File: config.mk
export PLATFORM = sky130hd
export DESIGN_NAME = bidir_turn_arbiter
export DESIGN_NICKNAME = d
export VERILOG_FILES = /design/src/rtl/bidir_arb_pkg.sv /design/src/rtl/bidir_turn_cnt.sv /design/src/rtl/bidir_turn_arbiter.sv
export SDC_FILE = /design/constraint.sdc
export NUM_CORES = 1
export LEC_CHECK = 0
export CORE_MARGIN = 8
export CORE_UTILIZATION = 60
export CTS_CLUSTER_SIZE = 8
export DETAILED_ROUTE_END_ITERATION = 8
export PLACE_DENSITY = 0.9
export SETUP_SLACK_MARGIN = 0.5
export SLEW_MARGIN = 25
export SYNTH_ARGS = -nofsm -noshare
export SYNTH_HDL_FRONTEND = slang
export SYNTH_SLANG_ARGS = --single-unit
export TNS_END_PERCENT = 10
File: constraint.sdc
create_clock -name clk -period 4.9 [get_ports clk]
set_input_delay 0.735 -clock clk [delete_from_list [all_inputs] [get_ports clk]]
set_output_delay 0.735 -clock clk [all_outputs]
set_load 0.05 [all_outputs]
File: src/rtl/bidir_arb_pkg.sv
// Purpose: shared types and defaults for the bidirectional turnaround arbiter.
// Latency: n/a (types, constants and pure helper functions only).
// Backpressure: n/a.
package bidir_arb_pkg;

    localparam int TURN_CYC_DEF = 2;
    localparam int HOLD_MAX_DEF = 8;

    typedef enum logic [2:0] {
        IDLE    = 3'd0,
        SETUP_A = 3'd1,
        OWN_A   = 3'd2,
        SETUP_B = 3'd3,
        OWN_B   = 3'd4,
        REL     = 3'd5
    } state_t;

    typedef enum logic {
        SIDE_A = 1'b0,
        SIDE_B = 1'b1
    } side_t;

    function automatic side_t other_side(input side_t s);
        return (s == SIDE_A) ? SIDE_B : SIDE_A;
    endfunction

    function automatic state_t setup_of(input side_t s);
        return (s == SIDE_A) ? SETUP_A : SETUP_B;
    endfunction

endpackage

File: src/rtl/bidir_turn_cnt.sv
// Purpose: turnaround countdown; load starts a window, done pulses in its last cycle.
// Latency: done is high in the cycle after (load_val) decrements following load.
// Backpressure: none; a new load always restarts the window, count never wraps below 0.
module bidir_turn_cnt (
    input  logic       clk,
    input  logic       rst_n,
    input  logic       load,
    input  logic [3:0] load_val,
    output logic       done
);

    logic [3:0] cnt_q;
    logic       active_q;

    // Count down from the loaded value and stop at zero; active marks a live window.
    always_ff @(posedge clk or negedge rst_n) begin
        if (!rst_n) begin
            cnt_q    <= 4'd0;
            active_q <= 1'b0;
        end else if (load) begin
            cnt_q    <= load_val;
            active_q <= 1'b1;
        end else if (active_q) begin
            if (cnt_q == 4'd0) begin
                active_q <= 1'b0;
            end else begin
                cnt_q <= cnt_q - 4'd1;
            end
        end
    end

    assign done = active_q && (cnt_q == 4'd0);

endmodule

File: src/rtl/bidir_turn_arbiter.sv
// Purpose: arbitrates ownership of a shared bidirectional net between sides A and B with turnaround gaps.
// Latency: grant rises TURN_CYC+1 edges after the request is sampled in IDLE; outputs lag state by one edge.
// Backpressure: owner is forced off after HOLD_MAX cycles only if the other side is requesting.
module bidir_turn_arbiter
    import bidir_arb_pkg::*;
#(
    parameter int TURN_CYC = TURN_CYC_DEF,
    parameter int HOLD_MAX = HOLD_MAX_DEF
) (
    input  logic clk,
    input  logic rst_n,
    input  logic req_a,
    input  logic req_b,
    output logic grant_a,
    output logic grant_b,
    output logic oe_a,
    output logic oe_b,
    output logic link_en,
    output logic dir,
    output logic busy
);

    localparam logic [3:0] TURN_LOAD  = 4'(TURN_CYC - 1);
    localparam logic [7:0] HOLD_LIMIT = 8'(HOLD_MAX);

    state_t     state_q, state_d;
    side_t      last_owner_q;
    logic [7:0] hold_q;
    logic       turn_load;
    logic       turn_done;
    logic       own_a_entry;
    logic       own_b_entry;

    bidir_turn_cnt u_turn_cnt (
        .clk      (clk),
        .rst_n    (rst_n),
        .load     (turn_load),
        .load_val (TURN_LOAD),
        .done     (turn_done)
    );

    // Next-state decode; the turnaround window reloads on every SETUP/REL entry.
    always_comb begin
        state_d   = state_q;
        turn_load = 1'b0;
        case (state_q)
            IDLE: begin
                if (req_a && req_b) begin
                    state_d = setup_of(other_side(last_owner_q));
                end else if (req_a) begin
                    state_d = SETUP_A;
                end else if (req_b) begin
                    state_d = SETUP_B;
                end
            end
            SETUP_A: begin
                if (!req_a) begin
                    state_d = IDLE;
                end else if (turn_done) begin
                    state_d = OWN_A;
                end
            end
            SETUP_B: begin
                if (!req_b) begin
                    state_d = IDLE;
                end else if (turn_done) begin
                    state_d = OWN_B;
                end
            end
            OWN_A: begin
                if (!req_a || ((hold_q == HOLD_LIMIT) && req_b)) begin
                    state_d = REL;
                end
            end
            OWN_B: begin
                if (!req_b || ((hold_q == HOLD_LIMIT) && req_a)) begin
                    state_d = REL;
                end
            end
            REL: begin
                // last_owner is the side that just released; offer the net to the other side first.
                if (turn_done) begin
                    if (last_owner_q == SIDE_A) begin
                        if (req_b) begin
                            state_d = SETUP_B;
                        end else if (req_a) begin
                            state_d = SETUP_A;
                        end else begin
                            state_d = IDLE;
                        end
                    end else begin
                        if (req_a) begin
                            state_d = SETUP_A;
                        end else if (req_b) begin
                            state_d = SETUP_B;
                        end else begin
                            state_d = IDLE;
                        end
                    end
                end
            end
            default: state_d = IDLE;
        endcase
        turn_load = (state_d != state_q) &&
                    ((state_d == SETUP_A) || (state_d == SETUP_B) || (state_d == REL));
    end

    assign own_a_entry = (state_q == SETUP_A) && (state_d == OWN_A);
    assign own_b_entry = (state_q == SETUP_B) && (state_d == OWN_B);

    // State register.
    always_ff @(posedge clk or negedge rst_n) begin
        if (!rst_n) begin
            state_q <= IDLE;
        end else begin
            state_q <= state_d;
        end
    end

    // Round-robin memory and saturating hold counter for the current owner.
    always_ff @(posedge clk or negedge rst_n) begin
        if (!rst_n) begin
            last_owner_q <= SIDE_B;
            hold_q       <= 8'd0;
        end else if (own_a_entry) begin
            last_owner_q <= SIDE_A;
            hold_q       <= 8'd0;
        end else if (own_b_entry) begin
            last_owner_q <= SIDE_B;
            hold_q       <= 8'd0;
        end else if ((state_q == OWN_A) || (state_q == OWN_B)) begin
            if (hold_q != HOLD_LIMIT) begin
                hold_q <= hold_q + 8'd1;
            end
        end
    end

    // Registered output decode of the state; reset clears drivers without waiting for a clock.
    always_ff @(posedge clk or negedge rst_n) begin
        if (!rst_n) begin
            grant_a <= 1'b0;
            grant_b <= 1'b0;
            oe_a    <= 1'b0;
            oe_b    <= 1'b0;
            link_en <= 1'b0;
            dir     <= 1'b0;
            busy    <= 1'b0;
        end else begin
            grant_a <= (state_q == OWN_A);
            grant_b <= (state_q == OWN_B);
            oe_a    <= (state_q == OWN_A);
            oe_b    <= (state_q == OWN_B);
            link_en <= (state_q == OWN_A) || (state_q == OWN_B);
            busy    <= (state_q != IDLE);
            if (state_q == OWN_A) begin
                dir <= 1'b0;
            end else if (state_q == OWN_B) begin
                dir <= 1'b1;
            end
        end
    end

endmodule

# After elaboration in Yosys (flattened, before gate mapping)
# Index checks and enable logic that the tools add are counted.
[classes]
addsub = 2
n_eq_ne = 14
n_mux = 31
reduce_logical = 24
[ops]
columns = ["operator", "n"]
rows = [
  ["3-bit 2-to-1 mux", 11],
  ["8-bit 2-to-1 mux", 4],
  ["3-bit case mux with 6 select lines", 1],
  ["3-bit by 2-bit == test with 1-bit output, second input constant", 4],
  ["3-bit == test, second input constant", 4],
  ["4-bit 2-to-1 mux", 3],
  ["3-bit nonzero test", 3],
  ["8-bit by 1-bit adder with 8-bit output, second input constant", 1],
  ["8-bit by 4-bit == test with 1-bit output, second input constant", 1],
  ["1-bit 2-to-1 mux", 8],
  ["2-bit 2-to-1 mux", 4],
  ["8-bit by 4-bit inequality test with 1-bit output, second input constant", 1],
  ["1-bit logical AND", 7],
  ["3-bit by 1-bit == test with 1-bit output, second input constant", 2],
  ["2-bit nonzero test", 3],
  ["1-bit logical OR", 5],
  ["4-bit zero test", 1],
  ["2-bit AND reduction", 2],
  ["4-bit by 1-bit subtractor with 4-bit output, second input constant", 1],
  ["3-bit zero test", 1],
  ["3-bit inequality test", 1],
  ["1-bit zero test", 2],
  ["2-bit inequality test, second input constant", 1],
]
[totals]
ff_bits = 22
input_bits = 4
output_inout_bits = 7
wordCells = 81

# Longest topological paths before layout
[depth]
word_depth = 11
depth_mapped = 7

# By module
# From an unflattened synthesis, not the netlist that was laid out.
[unflattened]
cells_unflattened = 147
hier_area_um2 = 1345.0
[by_module_without_submodules]
columns = ["module", "n_inst", "cells_each", "area_each_um2", "seq_area_each_um2"]
rows = [
  ["bidir_turn_arbiter", 1, 115, 1047.3, 426.7],
  ["bidir_turn_cnt", 1, 32, 297.8, 125.1],
]

# Worst setup path after synthesis
# No wires, ideal clock.
[synth_timing]
path_type = "input to register"
startpoint = "input port req_a"
endpoint = "register u_turn_cnt.active_q"
setup_ps = 132
arrival_ps = 1720
required_ps = 4768
path_slack_ps = 3049
path_stages = 6
path_buffers = 1
cell_sequence = "clkbuf_1 -> nor3b_1 -> nor3_1 -> nand3_2 -> a41oi_4 -> or3b_1"
[synth_between]
elab_chain_len = 10
[synth_lines]
columns = ["item", "line_no", "source"]
rows = [
  ["start, declared", "bidir_turn_arbiter.sv:12", "input logic req_a,"],
  ["1-bit 2-to-1 mux", "bidir_turn_arbiter.sv:86", "end else if (req_a) begin"],
  ["2-bit 2-to-1 mux", "bidir_turn_arbiter.sv:84", "if (req_b) begin"],
  ["3-bit 2-to-1 mux", "bidir_turn_arbiter.sv:83", "if (last_owner_q == SIDE_A) begin"],
  ["3-bit 2-to-1 mux", "bidir_turn_arbiter.sv:82", "if (turn_done) begin"],
  ["3-bit case mux with 6 select lines (*)", "bidir_turn_arbiter.sv:46", "case (state_q)"],
  ["3-bit by 1-bit == test with 1-bit output / 3-bit by 2-bit == test with 1-bit output (equally long branches)", "bidir_turn_arbiter.sv:105", "((state_d == SETUP_A) || (state_d == SETUP_B) || (state_d == REL));"],
  ["1-bit logical OR (2 in a row)", "bidir_turn_arbiter.sv:105", ""],
  ["1-bit logical AND (*)", "bidir_turn_arbiter.sv:104", "turn_load = (state_d != state_q) &&"],
  ["1-bit 2-to-1 mux (*)", "bidir_turn_cnt.sv:20", "end else if (load) begin"],
  ["end signal, assigned", "bidir_turn_cnt.sv:19", "active_q <= 1'b0;"],
  ["end signal, assigned", "bidir_turn_cnt.sv:22", "active_q <= 1'b1;"],
  ["end signal, assigned", "bidir_turn_cnt.sv:25", "active_q <= 1'b0;"],
  ["end, declared", "bidir_turn_cnt.sv:13", "logic active_q;"],
]
# Every way passes the cells marked *; elsewhere a longest branch is shown, timed or not.
# A chain may end at the register's enable or synchronous reset.

# Worst setup path in the final report
[layout_timing]
startpoint = "register oe_a"
endpoint = "output port oe_a"
[layout_rtl]
columns = ["item", "line_no", "source"]
rows = [
  ["start, declared", "bidir_turn_arbiter.sv:16", "output logic oe_a,"],
  ["start signal, assigned", "bidir_turn_arbiter.sv:151", "oe_a <= (state_q == OWN_A);"],
]
# No word-level cell between the ends.

==> run_results.csv <==
group,metric,value,unit
global_routing,gr-usage-met1,0.166,
logic_synthesis,netlist-cell-type-count,41,
sta,post-route-period-util,0.458,
cts,holdBufCountCts,0,
worst_setup_path,crit_fanout,2,
floorplanning,floorplan.core_area,0.00196,mm²
drt,postRouteWirelength,2510,µm
floorplanning,io-pin-count,11,
logic_synthesis,synth_sequential_area_ratio,0.440,
worst_setup_path,cp_slowest_stage_delay,0.82,ns
place,post-dp-hpwl,1910,µm
layout,antenna-diode-count,0,
pwr,power.ir.vdd_worst,0.403,mV
sta,post-route-min-period,2.24,ns
worst_setup_path,critical_path_arrival,1.51,ns
layout,multi_input_comb_area,632,µm²
sta,maxSlewHeadroom,0.595,
cts,ctsRootBufferMaster,"sky130_fd_sc_hd__clkbuf_4",
worst_setup_path,critPathRequiredTime,4.16,ns
floorplanning,die_w,61.7,µm
logic_synthesis,ys_async_sr_fraction,1.00,
cts,clkLatencyLatePin,0.31,ns
drt,residual_drc_count,0,
global_routing,global_route.usage.met2,0.242,
global_routing,antenna_found_initial,0,
sta,report.final.setup_viol,0,
global_routing,grt.overflow.total,0,
logic_synthesis,synth_warnings,0,
worst_setup_path,critPathSlowestCell,"sky130_fd_sc_hd__clkdlybuf4s50_1",
drt,routedWlPerCell,15.6,µm
logic_synthesis,most_used_flip_flop_cell_after_synthesis,"sky130_fd_sc_hd__dfrtp_1",
global_routing,grt_usage,0.147,
layout,fraction_of_final_layout_cells_with_drive_strength_greater_than_1,0.127,
cts,cts.repair.resized,0,
status,run_status,"completed",
floorplanning,rows,16,
sta,final.setup.tns,0,ns
logic_synthesis,synth.cell_area,0.00125,mm²
drt,route.vias.total,982,
worst_setup_path,critPathKind,"flip-flop to output pin",
sta,final.setup_skew,0.00120,ns
worst_setup_path,setup.worst_path.start,"oe_a$_DFF_PN0_",
hold_path,worst_hold_path_type,"input pin to asynchronous set/reset pin",
floorplanning,height_of_the_die,61.7,µm
layout,finalNetCount,142,
sta,slew_violations,0,
sta,rsz0062_at_grt,"no",
cts,clk_pin_slew,0.12,ns
global_routing,global_route_wire_length_before_repair,4110,µm
cts,clkSinkCount,22,
place,place_congestion,0.954,
logic_synthesis,synth_nets,135,
floorplanning,fp.dieArea,0.00381,mm²
worst_setup_path,setup.worst_path.start_class,"flip-flop",
logic_synthesis,synth-edff-count,0,
layout,postLayoutCoreUtil,0.701,
logic_synthesis,ys_seq_elements,22,
drt,via_per_inst,6.10,
logic_synthesis,synthesis.area_per_instance,9.79,µm²
global_routing,gr-usage-met3,0.0370,
cts,cts.htree.levels,1,
worst_setup_path,critical-path-top-delay-family,"buffers and inverters",
cts,clk_path_buf_depth,2,
drt,drt_pass1_iterations,4,
floorplanning,initial_core_util,0.639,
global_routing,grt_start_max_net_pins,23,
worst_setup_path,crit_end_category,"output pin",
pwr,p_leak,0.570,nW
worst_setup_path,crit_chain,"clkdlybuf4s50_1",
sta,holdWs,0.361,ns
cts,post_cts_buffers,0,
drt,initialDrtViolationCount,78,
worst_setup_path,crit-reg2reg-launch,"u_turn_cnt.cnt_q[0]$_DFFE_PN0P_",
run,cap_violations,0,
worst_setup_path,cp.buffers_inverters,1,
place,buffer_ports.inserted,10,
cts,cts_tree,"yes",
logic_synthesis,post_synth_inst_count,128,
global_routing,gr_peak_layer,"met2",
sta,finalHoldViolCount,0,
sta,fmaxAchievable,0.445,GHz
pwr,power-per-cell-area,668,mW/mm²
sta,max_slew.worst_pin.slew,0.602,ns
layout,syn2layout_area_growth,9.68,%
cts,tritoncts.num_buffers,3,
layout,sequential_cell_area,552,µm²
global_routing,via_count_of_the_first_global_routing_pass,914,
layout,n_fill_cell,166,
drt,detail-route-antenna-nets,0,
## synthesized netlist by cell type (2+ instances only)
library cell                n  area [µm²]
sky130_fd_sc_hd__nor2b_1    2        12.5
sky130_fd_sc_hd__and3_1     2        12.5
sky130_fd_sc_hd__nand4_1    6        37.5
sky130_fd_sc_hd__dfrtp_1   21         526
sky130_fd_sc_hd__or3_1      2        12.5
sky130_fd_sc_hd__xnor2_1    4        35.0
sky130_fd_sc_hd__nand2_1    6        22.5
sky130_fd_sc_hd__a21oi_1    6        30.0
sky130_fd_sc_hd__ha_1       3        37.5
sky130_fd_sc_hd__inv_1      7        26.3
sky130_fd_sc_hd__nand3_1    3        15.0
sky130_fd_sc_hd__nor3_1     8        40.0
sky130_fd_sc_hd__buf_4      3        22.5
sky130_fd_sc_hd__a31oi_1    3        18.8
sky130_fd_sc_hd__nor2_1    16        60.1
sky130_fd_sc_hd__nor4_1     2        12.5
sky130_fd_sc_hd__nor3b_1    2        15.0
sky130_fd_sc_hd__xor2_1     5        43.8
sky130_fd_sc_hd__clkbuf_1   3        11.3
sky130_fd_sc_hd__nand2b_1   2        12.5
sky130_fd_sc_hd__buf_2      2        10.0
## where the power goes
group / leakage, nW / internal, W / total [W] / switching, W
combinational: 0.273 / 0.000195 / 0.000458 / 0.000262
clock: 0.0210 / 0.0000455 / 0.0000999 / 0.0000544
sequential: 0.276 / 0.000259 / 0.000360 / 0.000101
## layout by cell type, fill, tap and decap left out, types with 2 or more instances in the layout
cell type                         count
sky130_fd_sc_hd__clkdlybuf4s50_1      9
sky130_fd_sc_hd__xor2_1               5
sky130_fd_sc_hd__ha_1                 3
sky130_fd_sc_hd__nand3_1              3
sky130_fd_sc_hd__nor3_1               8
sky130_fd_sc_hd__nor2_1              16
sky130_fd_sc_hd__inv_1                7
sky130_fd_sc_hd__and3_1               2
sky130_fd_sc_hd__nor4_1               2
sky130_fd_sc_hd__a31oi_1              3
sky130_fd_sc_hd__nand4_1              6
sky130_fd_sc_hd__or3_1                2
sky130_fd_sc_hd__nand2b_1             2
sky130_fd_sc_hd__clkbuf_4             3
sky130_fd_sc_hd__nor3b_1              2
sky130_fd_sc_hd__nand2_1              6
sky130_fd_sc_hd__xnor2_1              4
sky130_fd_sc_hd__a21oi_1              6
sky130_fd_sc_hd__nor2b_1              2
sky130_fd_sc_hd__dfrtp_1             21
## final cells by class
class | instances | area share
inverters | 7 | 0.0191
repair buffers | 10 | 0.0692
flip-flops and latches | 22 | 0.401
well taps | 27 | 0.0246
clock buffers | 4 | 0.0264
multi-input cells | 91 | 0.460
## metrics by stage
stage	cell area [µm²]	total power [W]	setup WS (ns)	cells
CTS	1380	0.000920	2.64	161
detailed placement	1340	0.000819	2.43	157
global placement	1340	0.000791	2.60	157
floorplan	1250	0.000712	3.05	128
finish	1380	0.000918	2.66	161
global route	1380	0.000980	2.60	161
## cells by family after synthesis
family | Yosys count | synth area share
XOR/XNOR | 9 | 0.0629
AND/OR/NAND/NOR | 60 | 0.282
AO/OA/AOI/OAI | 19 | 0.129
flip-flops | 22 | 0.440
buffers and inverters | 15 | 0.0559
adder cells (fa/ha/maj) | 3 | 0.0299
## registers in the layout (all words and copies together) (netlist names)
register / count
dir: 1
oe_a: 1
u_turn_cnt.cnt_q: 4
state_q: 3
u_turn_cnt.active_q: 1
last_owner_q: 1
link_en: 1
oe_b: 1
hold_q: 8
busy: 1
## final timing paths
check | endpoint | slack [ns] | cells past startpoint
setup reg to reg | u_turn_cnt.cnt_q[0]$_DFFE_PN0P_ | 2.87 | 7
max in group asynchronous | last_owner_q$_DFFE_PN1P_ | 4.19 | 1
hold reg to reg | dir$_DFFE_PN0P_ | 0.51 | 2
setup / recovery | oe_a | 2.66 | 1
hold / removal | u_turn_cnt.active_q$_DFF_PN0_ | 0.36 | 1
min in group clk | dir$_DFFE_PN0P_ | 0.51 | 2
## layer usage
metal	part of all wire	vias to the layer above
li1	-	461
met1	0.42	465
met4	0.042	0
met5	0	-
met3	0.066	11
met2	0.47	45
No activity file was read; power rests on OpenSTA's default activity.
==> variant 1 (same flow settings) <==
Re-encode `state_t` (6 states) as one-hot, 6 bits wide.
--- a/src/rtl/bidir_arb_pkg.sv
+++ b/src/rtl/bidir_arb_pkg.sv
@@ -6,13 +6,13 @@
     localparam int TURN_CYC_DEF = 2;
     localparam int HOLD_MAX_DEF = 8;
 
-    typedef enum logic [2:0] {
-        IDLE    = 3'd0,
-        SETUP_A = 3'd1,
-        OWN_A   = 3'd2,
-        SETUP_B = 3'd3,
-        OWN_B   = 3'd4,
-        REL     = 3'd5
+    typedef enum logic [5:0] {
+        IDLE    = 6'b000001,
+        SETUP_A = 6'b000010,
+        OWN_A   = 6'b000100,
+        SETUP_B = 6'b001000,
+        OWN_B   = 6'b010000,
+        REL     = 6'b100000
     } state_t;
 
     typedef enum logic {
Check against the original RTL: no difference found for any inputs over 10 cycles, from zero or initial values and one cycle with rst_n low; not proved beyond that.
==> variant 1 against the unedited design <==
- routed wire length is 22% higher
- worst setup slack worse by 22 ps
- critical endpoint is now hold_q[6]
- cell area is 9.5% higher
- sequential power is 4% higher
- total power is 12% lower
- final cell count is 8.1% higher
- sequential cell count is 3 higher
- highest routed layer unchanged
- synthesized area is 10% higher
- critical path type is now reg2reg
- die area is 7.3% higher
==> variant 1: results (changes against the unedited design) <==
<table>
<tr><th>Metric</th><th>Value</th></tr>
<tr><th colspan="2">Detailed routing</th></tr>
<tr><td>Met3 WL post-DR</td><td>203 um (was 166 um)</td></tr>
<tr><td>Routed metal-1 wirelength</td><td>1.23 mm (was 1.05 mm)</td></tr>
<tr><td>Average wire per cell in the routed design</td><td>17.7 um (was 15.6 um)</td></tr>
<tr><td>Routed length on met2</td><td>1.60 mm (was 1.19 mm)</td></tr>
<tr><th colspan="2">Worst setup path</th></tr>
<tr><td>Critical path start-end classification</td><td>reg2reg (was reg2out)</td></tr>
<tr><td>FF-to-FF path depth</td><td>4 (was 7)</td></tr>
<tr><td>Origin of the worst setup path</td><td>state_q[4] (was oe_a)</td></tr>
<tr><th colspan="2">Placement</th></tr>
<tr><td>Placement Cell Area</td><td>1480 um^2 (was 1340 um^2)</td></tr>
<tr><th colspan="2">Synthesis</th></tr>
<tr><td>Fraction of the yosys area taken by sequential cells</td><td>45.6% (was 44.0%)</td></tr>
<tr><td>Synthesized net count</td><td>145 (was 135)</td></tr>
<tr><td>Main area contributors after synthesis</td><td>dfrtp_1, dfstp_2, ha_1 (was dfrtp_1, nor2_1, xor2_1)</td></tr>
<tr><td>Yosys cell types</td><td>46 (was 41)</td></tr>
<tr><th colspan="2">Final layout</th></tr>
<tr><td>Multi-input gate share of the layout cell area</td><td>46.1% (was 46.0%)</td></tr>
<tr><td>Multi-input gates</td><td>100 (was 91)</td></tr>
<tr><td>Area of the multi-input gates</td><td>694 um^2 (was 632 um^2)</td></tr>
<tr><td>Nets@finish</td><td>155 (was 142)</td></tr>
<tr><td>Non-filler instance count after layout</td><td>174 (was 161)</td></tr>
<tr><td>Largest registers in the final layout</td><td>hold_q (8), state_q (6), u_turn_cnt.cnt_q (4) (was hold_q (8), u_turn_cnt.cnt_q (4), state_q (3))</td></tr>
<tr><td>Filler cell count</td><td>164 (was 166)</td></tr>
<tr><th colspan="2">STA</th></tr>
<tr><td>Fin Clk Skew</td><td>9.68 ps (was 1.20 ps)</td></tr>
<tr><td>Setup slack after layout</td><td>2630 ps (was 2660 ps)</td></tr>
<tr><th colspan="2">GRT</th></tr>
<tr><td>Met3 routing resource usage after global routing</td><td>3.83% (was 3.70%)</td></tr>
<tr><td>Gr usage total</td><td>16.1% (was 14.7%)</td></tr>
<tr><td>First-pass GRT wire length</td><td>5.38 mm (was 4.11 mm)</td></tr>
<tr><td>Pin count of the biggest net entering global routing</td><td>26 (was 23)</td></tr>
<tr><th colspan="2">Floorplan</th></tr>
<tr><td>Floorplan die width</td><td>63.9 um (was 61.7 um)</td></tr>
<tr><th colspan="2">Run status</th></tr>
<tr><td>Result of the run</td><td>finished clean (unchanged)</td></tr>
</table>
variant 1: changes by cell type in the layout (fill, tap and decap cells not counted), sizes merged, moves of 3 or more:
cell    delta
nand4b     +3
nand4      -4
nor2       -4
nand3      +3
or4        +3
nand2      +4
variant 1: where the power goes:
part	total (W)	internal [W]	leakage [nW]	switching [W]
Sequential	0.000375	0.000283	0.304	0.0000917
Combinational	0.000346	0.000148	0.336	0.000198
Clock	0.0000913	0.0000318	0.0150	0.0000595
variant 1: logic make-up (layout without fill, tap and decap cells):
group | Yosys count | after routing | synth area share (%)
AOI/OAI and AO/OA | 25 | 25 | 13.6
xor gates and xnor gates | 7 | 7 | 4.99
adders and majority gates | 4 | 4 | 3.63
DFF | 25 | 25 | 45.6
buffers and inverters | 12 | 21 | 4.08
muxes | 1 | 1 | 0.726
and+or+nand+nor | 63 | 63 | 27.4
==> variant 2 (same flow settings) <==
Made on the original files. Change the package constant `HOLD_MAX_DEF` from 8 to 6.
--- a/src/rtl/bidir_arb_pkg.sv
+++ b/src/rtl/bidir_arb_pkg.sv
@@ -4,7 +4,7 @@
 package bidir_arb_pkg;
 
     localparam int TURN_CYC_DEF = 2;
-    localparam int HOLD_MAX_DEF = 8;
+    localparam int HOLD_MAX_DEF = 6;
 
     typedef enum logic [2:0] {
         IDLE    = 3'd0,
Behaviour: no difference found for any inputs over 10 cycles, from zero or initial values and one cycle with rst_n low; that may be too few to reach the edited logic, so the function may still have changed.
==> variant 2 against the unedited design <==
- clock power up 41%
- synthesized area shrank 4.3%
- first-iteration DRC count is 76% lower
- total power increased by 5.5%
- clock skew up 3.3 ps
- combinational power about the same
- sequential power increased by 3%
- cell area is 1.6% lower
- register-to-register slack improved by 90 ps
- routed wire length fell by 8.9%
- sequential cell count stayed put
- worst setup slack gained 22 ps
- maximum frequency increased by 0.97%
- synthesized cell count is 3.9% lower
==> variant 2: results (changes against the unedited design) <==
<table>
<tr><th>Metric</th><th>Value</th></tr>
<tr><th colspan="2">Run status</th></tr>
<tr><td>Result of the run</td><td>finished clean (unchanged)</td></tr>
<tr><th colspan="2">Final layout</th></tr>
<tr><td>Nets@finish</td><td>140 (was 142)</td></tr>
<tr><td>Utilization after layout</td><td>70.4% (was 70.1%)</td></tr>
<tr><td>Seq area share</td><td>40.8% (was 40.1%)</td></tr>
<tr><td>Buffering overhead</td><td>7.03% (was 6.92%)</td></tr>
<tr><td>Area of the multi-input gates</td><td>597 um^2 (was 632 um^2)</td></tr>
<tr><th colspan="2">Worst setup path</th></tr>
<tr><td>Flop-to-flop setup slack</td><td>2960 ps (was 2870 ps)</td></tr>
<tr><td>Origin of the worst setup path</td><td>dir (was oe_a)</td></tr>
<tr><td>WP data arrival</td><td>1490 ps (was 1510 ps)</td></tr>
<tr><th colspan="2">Placement</th></tr>
<tr><td>HPWL after DPL</td><td>1.63 mm (was 1.91 mm)</td></tr>
<tr><td>Placement Cell Area</td><td>1310 um^2 (was 1340 um^2)</td></tr>
<tr><td>Worst slack after detailed placement</td><td>2480 ps (was 2430 ps)</td></tr>
<tr><th colspan="2">Synthesis</th></tr>
<tr><td>Main area contributors after synthesis</td><td>dfrtp_1, nor2_1, nand2_1 (was dfrtp_1, nor2_1, xor2_1)</td></tr>
<tr><td>Synth cell count leaders</td><td>dfrtp_1, nor2_1, nand2_1 (was dfrtp_1, nor2_1, nor3_1)</td></tr>
<tr><td>Fraction of the yosys area taken by sequential cells</td><td>46.0% (was 44.0%)</td></tr>
<tr><th colspan="2">GRT</th></tr>
<tr><td>Global routing met1 resource utilization</td><td>16.8% (was 16.6%)</td></tr>
<tr><td>Gr usage total</td><td>14.2% (was 14.7%)</td></tr>
<tr><td>Vias in the first global route</td><td>897 (was 914)</td></tr>
<tr><td>Met2 layer usage reported by global route</td><td>24.4% (was 24.2%)</td></tr>
<tr><td>Met3 routing resource usage after global routing</td><td>2.54% (was 3.70%)</td></tr>
<tr><th colspan="2">Detailed routing</th></tr>
<tr><td>Met3 WL post-DR</td><td>94 um (was 166 um)</td></tr>
<tr><td>Routed length on met2</td><td>1.15 mm (was 1.19 mm)</td></tr>
<tr><th colspan="2">Power and ir drop</th></tr>
<tr><td>Leakage</td><td>0.572 nW (was 0.570 nW)</td></tr>
<tr><th colspan="2">Floorplan</th></tr>
<tr><td>Area of the placeable core</td><td>1920 um^2 (was 1960 um^2)</td></tr>
<tr><th colspan="2">STA</th></tr>
<tr><td>Fin Hold WS</td><td>350 ps (was 361 ps)</td></tr>
</table>
==> variant 2: changes by cell type in the layout (fill, tap and decap cells not counted), moves of 2 or more <==
cell	change
a211oi_1	+2
a21o_1	+3
a31oi_1	-3
nand2_1	+6
nand4_1	-5
nor2b_1	+3
nor3_1	-5
o221ai_1	+2
==> variant 2: power breakdown <==
group	leakage (nW)	switching [W]	internal, W
Combinational	0.279	0.000262	0.000195
Clock	0.0279	0.0000582	0.0000828
Sequential	0.266	0.000111	0.000260
Total	0.572	0.000431	0.000538
==> variant 2: kinds of logic (layout without fill, tap and decap cells) <==
logic type | Yosys count | count (layout) | synth area share, %
buffers and inverters | 11 | 20 | 4.27
XOR/XNOR | 10 | 10 | 7.30
AO/OA/AOI/OAI | 23 | 23 | 15.2
AND/OR/NAND/NOR | 54 | 54 | 24.1
adder cells (fa/ha/maj) | 3 | 3 | 3.13
flip-flops | 22 | 22 | 46.0
